$ cat src/rtl/booth_mult_seq.sv
// booth_mult_seq: sequential 32x32 signed radix-2 Booth multiplier.
// It has no adder of its own. It drives the shared execute-stage ALU
// through the alu_* ports and reads the sum and overflow back in the
// same cycle. It returns the low product word and an overflow flag.
module booth_mult_seq (
    input  logic        clock,
    input  logic        reset,
    input  logic        ctrl_MULT,
    input  logic [31:0] data_operandA,
    input  logic [31:0] data_operandB,
    output logic [31:0] data_result,
    output logic        data_exception,
    output logic        data_resultRDY,
    output logic [31:0] alu_operandA,
    output logic [31:0] alu_operandB,
    output logic [4:0]  alu_opcode,
    input  logic [31:0] alu_result,
    input  logic        alu_overflow
);

    localparam logic [1:0] IDLE = 2'd0;
    localparam logic [1:0] RUN  = 2'd1;
    localparam logic [1:0] DONE = 2'd2;

    localparam logic [4:0] OP_ADD = 5'b00000;
    localparam logic [4:0] OP_SUB = 5'b00001;

    logic [1:0]  state;
    logic [31:0] h;
    logic [31:0] q;
    logic        q_1;
    logic [31:0] m;
    logic [5:0]  count;

    logic        sum_sign;
    logic [31:0] h_next;
    logic [31:0] q_next;

    // Booth recoding of {Q[0], q_1}: choose add M, subtract M or add 0 on the ALU
    always_comb begin
        alu_operandA = '0;
        alu_operandB = '0;
        alu_opcode   = OP_ADD;
        if (state == RUN) begin
            alu_operandA = h;
            unique case ({q[0], q_1})
                2'b01:   alu_operandB = m;
                2'b10: begin
                    alu_operandB = m;
                    alu_opcode   = OP_SUB;
                end
                default: alu_operandB = '0;
            endcase
        end
    end

    // Arithmetic right shift of {ALU sum, Q}. The incoming sign bit is
    // corrected by the ALU overflow, so a wrapped sum still shifts in
    // its true sign.
    always_comb begin
        sum_sign = alu_result[31] ^ alu_overflow;
        h_next   = {sum_sign, alu_result[31:1]};
        q_next   = {alu_result[0], q[31:1]};
    end

    assign data_resultRDY = (state == DONE);

    // FSM, product register, iteration counter and result registers
    always_ff @(posedge clock) begin
        if (reset) begin
            state          <= IDLE;
            h              <= '0;
            q              <= '0;
            q_1            <= 1'b0;
            m              <= '0;
            count          <= '0;
            data_result    <= '0;
            data_exception <= 1'b0;
        end else begin
            unique case (state)
                RUN: begin
                    h     <= h_next;
                    q     <= q_next;
                    q_1   <= q[0];
                    count <= count + 6'd1;
                    if (count == 6'd31) begin
                        state          <= DONE;
                        data_result    <= q_next;
                        data_exception <= (h_next != {32{q_next[31]}});
                    end
                end
                IDLE, DONE: begin
                    if (ctrl_MULT) begin
                        state <= RUN;
                        m     <= data_operandA;
                        h     <= '0;
                        q     <= data_operandB;
                        q_1   <= 1'b0;
                        count <= '0;
                    end else begin
                        state <= IDLE;
                    end
                end
                default: state <= IDLE;
            endcase
        end
    end

endmodule
$ cat config.mk
export PLATFORM = sky130hd
export DESIGN_NAME = booth_mult_seq
export DESIGN_NICKNAME = d
export VERILOG_FILES = /design/src/rtl/booth_mult_seq.sv
export SDC_FILE = /design/constraint.sdc
export NUM_CORES = 1
export LEC_CHECK = 0
export ABC_AREA = 1
export CORE_UTILIZATION = 47
export CTS_BUF_LIST = sky130_fd_sc_hd__clkbuf_8
export CTS_CLUSTER_SIZE = 10
export DETAILED_ROUTE_END_ITERATION = 7
export GPL_ROUTABILITY_DRIVEN = 0
export GPL_TIMING_DRIVEN = 0
export PLACE_DENSITY = 0.9
export SLEW_MARGIN = 25
export SYNTH_ARGS = -nofsm -noshare
export SYNTH_HDL_FRONTEND = slang
export SYNTH_SLANG_ARGS = --single-unit
$ cat constraint.sdc
create_clock -name clock -period 2 [get_ports clock]
set_clock_uncertainty 0.05 [all_clocks]
set_input_delay 0.6 -clock clock [delete_from_list [all_inputs] [get_ports clock]]
set_output_delay 0.6 -clock clock [all_outputs]
set_load 0.02 [all_outputs]
# == After elaboration in Yosys (flattened, before gate mapping) ==
# Index checks and enable logic that the tools add are counted.
# totals
out_inout_bits,103
wordCells,41
register_bits,138
in_bits,100
# classes
bitwise_logic,1
eq_ne,8
addsub,1
n_reduce_logical,7
n_mux,16
# ops
operator,n
two-way mux 32 bit,5
one-hot mux 32 bit (2 select lines),2
!= test 32 bit,1
one-hot mux 6 bit (2 select lines),1
adder 6 x 1 -> 6 bit (second input constant),1
== test 6 x 5 -> 1 bit (second input constant),1
two-way mux 6 bit,1
AND reduction 2 bit,3
== test 2 x 1 -> 1 bit (second input constant),2
== test 2 bit (second input constant),2
two-way mux 1 bit,4
one-hot mux 2 bit (2 select lines),1
OR reduction 2 bit,2
logical NOT 2 bit,1
two-way mux 2 bit,1
!= test 2 x 1 -> 1 bit (second input constant),1
!= test 2 bit (second input constant),1
one-hot mux 1 bit (2 select lines),1
nonzero test 2 bit,1
bitwise XOR 1 bit,1

# == Logic depth before layout (Yosys ltp) ==
# logic_depth
depth_word,4
ltp_mapped,9
depth_no_buf,8

# == Least setup slack after synthesis ==
# OpenSTA, ideal clock, no wires.
# synth_timing
path_kind,flip-flop to output port
startpoint,register state[0]
endpoint,output alu_operandB[0]
path_buffers,2
slack_ps,72
arrival_ps,1278
t_required_ps,1350
stages_incl_launch_ff,7
path_cell_list,dfxtp_1 buf_2 inv_4 nor2_8 buf_1 nand2_1 nor2_1
# synth_via
elab_chain_cells,2
# synth_rtl
element,line,source
start: declaration,28,logic [1:0] state;
start signal: assignment,71,state <= IDLE;
start signal: assignment,87,state <= DONE;
start signal: assignment,94,state <= RUN;
== test 2 x 1 -> 1 bit,44,if (state == RUN) begin
two-way mux 32 bit,44,
end: declaration,15,"output logic [31:0] alu_operandB,"
# Every way passes these cells.

# == Final worst setup path ==
# layout_timing
startpoint,register q_1
endpoint,output alu_operandB[24]
# layout_via
elab_chain_cells,4
elab_cells_between_ends,5
classes_between,eq/ne: 2; mux: 2; reduce/logical: 1
# layout_rtl
element,line,source
start: declaration,31,logic q_1;
start signal: assignment,84,q_1 <= q[0];
== test 2 bit or == test 2 x 1 -> 1 bit (tied branches),46,"unique case ({q[0], q_1})"
OR reduction 2 bit (no line) *,--,
two-way mux 32 bit *,46,
two-way mux 32 bit *,44,
# Every way passes the cells marked *; elsewhere a longest branch is shown, timed or not.

==> metrics.txt <==
Post-Syn Area per Cell a little under 7 um^2; Crit Path Max Fanout 10; Worst R2R Path Depth 9; violated checks negative setup slack; Switching Share 0.278; fin cells 1282; CTS max path bufs 2; power share of the clock group 0.357; CP cell instances inv_2 > ha_4 > buf_8 > nor2_1 > buf_4; Max Cap Viol 0; clk root buf clkbuf_8; placed insts 1229; Antenna diodes 0; CTS sink cnt 138; VDD IR max approximately 0.37 mV; final net count 1203; slew margin rel. 0.641; critical path endpoint category output port; Power Dens Cells between 700 and 800 mW/mm^2; kind of critical path reg -> out; top-area cell type share of the netlist area 0.466; reg2reg setup slack 0.11 ns; Post-Syn Instances 861; Detail Route Antenna Nets 0; post-synthesis register bit count approximately 140; combinational share of power 0.185; register area share after synthesis 0.466; gr usage total 0.278; area leader, netlist dfxtp_1; grt total ovfl 0; clock-pin slew on the worst setup and hold paths around 0.080 ns; vias in the first global route 6094; WL final 18.7 mm; number of port buffers 197; sequential share of power 0.458; crit path buf inv count 3; P&R area growth vs syn 57.0%; worst hold path type reg -> reg; Slowest Stage Delay on Critical Path 0.34 ns; Filler cells 877; row cnt 40; Die H 114 um; average vias per placed instance 5.15; largest net degree at the start of global routing 17; drc violations 0; Core ar. roughly 0.012 mm^2; unrepaired setup endpoints after global routing true; Setup crit start kind flip-flop; Ports approximately 200; fin crit period 2.21 ns; top area cells in the synthesized netlist dfxtp_1, nor2_1, nand2_1, o21ai_0, a21oi_1; latest clock arrival within the worst-skew pair 0.43 ns; die area 0.0131 mm^2; worst slack on hold paths 0.415 ns; EDFF count, synth 0; Final Hold Fails 0; Mapped Area between 0.005 and 0.006 mm^2; Hold Path Stages 2; drt wl/cell roughly 15 um; Levels on crit path 5; Post-synth top cells nor2_1, nand2_1, dfxtp_1, o21ai_0, inv_1; share of cells above drive strength 1 0.209; CP delay by family, top buffers and inverters; Final setup violation count 65; Die Width 114 um; Slew @ Worst Pin 0.539 ns; Pint 4.76 mW; initial antenna violation count 0; distinct cell type count after synthesis 28; critical path required time 1.35 ns; fin crit share 1.11; worst setup margin -0.210 ns; global-route wire length before repair 28.7 mm; f_max 452 MHz; leak pwr slightly below 4 nW; initial core utilization 0.487; first-pass detailed-route iteration total 5; max-slew violation count 0; P_sw 1.83 mW; DR vias around 6600; CTS tree built; H-tree depth 4; Synth warnings 0; Initial DRC Count 452; top_reg_cell synth dfxtp_1; CTS Hold Bufs 0; async set or reset register ratio after synthesis 0; worst slack, placed -0.810 ns; clock buffer count from CTS 17; status finished with violations; critical path arrival 1.56 ns; count leader, synth nor2_1; DPL Wire Length 11.9 mm; slowest CP cell dfxtp_2
[stage by stage]
stage	setup TNS, ns	utilization	area, um^2	power, mW
after floorplan	0	-	5940	3.58
after global placement	-64.67	0.667	8120	3.98
after detailed placement	-67.40	0.667	8120	4.00
after CTS	-14.82	0.747	9090	6.55
after global routing	-14.93	0.765	9300	6.89
final	-10.95	0.765	9300	6.60
[cells by family after synthesis]
family | count (synthesis) | share of synthesized area
and+or+nand+nor | 436 | 0.289
AOI/OAI and AO/OA | 174 | 0.155
DFF | 138 | 0.466
buffers and inverters | 110 | 0.0853
adders and majority gates | 2 | 0.00422
other | 1 | 0.000633
[cell type report]
cell class	instances	area, um^2	share of cell area
timing repair inverter	1	11.3	0.00121
tap	168	210	0.0226
timing repair buffer	217	2150	0.231
inverter	48	200	0.0215
clock buffer	19	262	0.0281
buffer	60	467	0.0502
clock inverter	13	151	0.0163
sequential	138	2770	0.298
multi-input combinational	618	3080	0.331
[state kept, by name, indices dropped and copies added (netlist names)]
name / flops
data_result: 32
h: 32
m: 32
q: 32
count: 6
state: 2
data_exception: 1
q_1: 1
[power by group through the flow]
| stage | clock network [mW] | registers, mW | logic, mW |
|---|---|---|---|
| after floorplan | 0 | 3.04 | 0.532 |
| after global placement | 0 | 3.06 | 0.913 |
| after detailed placement | 0 | 3.07 | 0.931 |
| after CTS | 2.39 | 3.01 | 1.15 |
| after global routing | 2.53 | 3.04 | 1.32 |
| final | 2.35 | 3.02 | 1.22 |
[timing repair]
item / CTS / global route
buffers inserted: 13 / 1
pin swaps: 7 / 13
cloned: 8 / 1
resized for setup: 526 / 58
setup endpoints to repair: 99 / 127
[worst reg2reg max path: stages (launching register included)]
cell and delay (ns):
dfxtp_1 0.40, ha_1 0.20, nand2_1 0.09, nor2_2 0.17
nand3_2 0.17, nor2_4 0.26, inv_2 0.12, buf_6 0.16
nor2_1 0.13, nor2_1 0.06
[final timing paths]
check,start,end
worst min register to register,h[11],h[11]
worst max-delay path,q_1,alu_operandB[24]
worst max register to register,count[0],data_result[21]
worst min-delay path,h[11],h[11]
[layer usage]
layer	track usage	routed length (um)	vias up
met5	0	0	-
met4	0.124	592	0
met3	0.0651	1210	48
met2	0.472	9230	286
met1	0.336	7720	3041
li1	-	-	3221
[layout by cell type (no fill, tap or decap), types with 5 or more instances in the layout]
| master | instances |
|---|---|
| nor2_1 | 169 |
| inv_1 | 44 |
| nand3_1 | 7 |
| clkbuf_8 | 20 |
| clkdlybuf4s50_1 | 98 |
| o21ai_1 | 7 |
| buf_6 | 55 |
| nor2_2 | 9 |
| buf_8 | 5 |
| nor2_4 | 43 |
| clkbuf_1 | 24 |
| clkinv_2 | 5 |
| a31oi_1 | 32 |
| nand2_2 | 10 |
| buf_4 | 43 |
| dlygate4sd2_1 | 33 |
| a21oi_1 | 40 |
| buf_2 | 8 |
| nand2_1 | 182 |
| dfxtp_1 | 134 |
| o21ai_0 | 93 |
No activity file was read; power rests on OpenSTA's default activity.
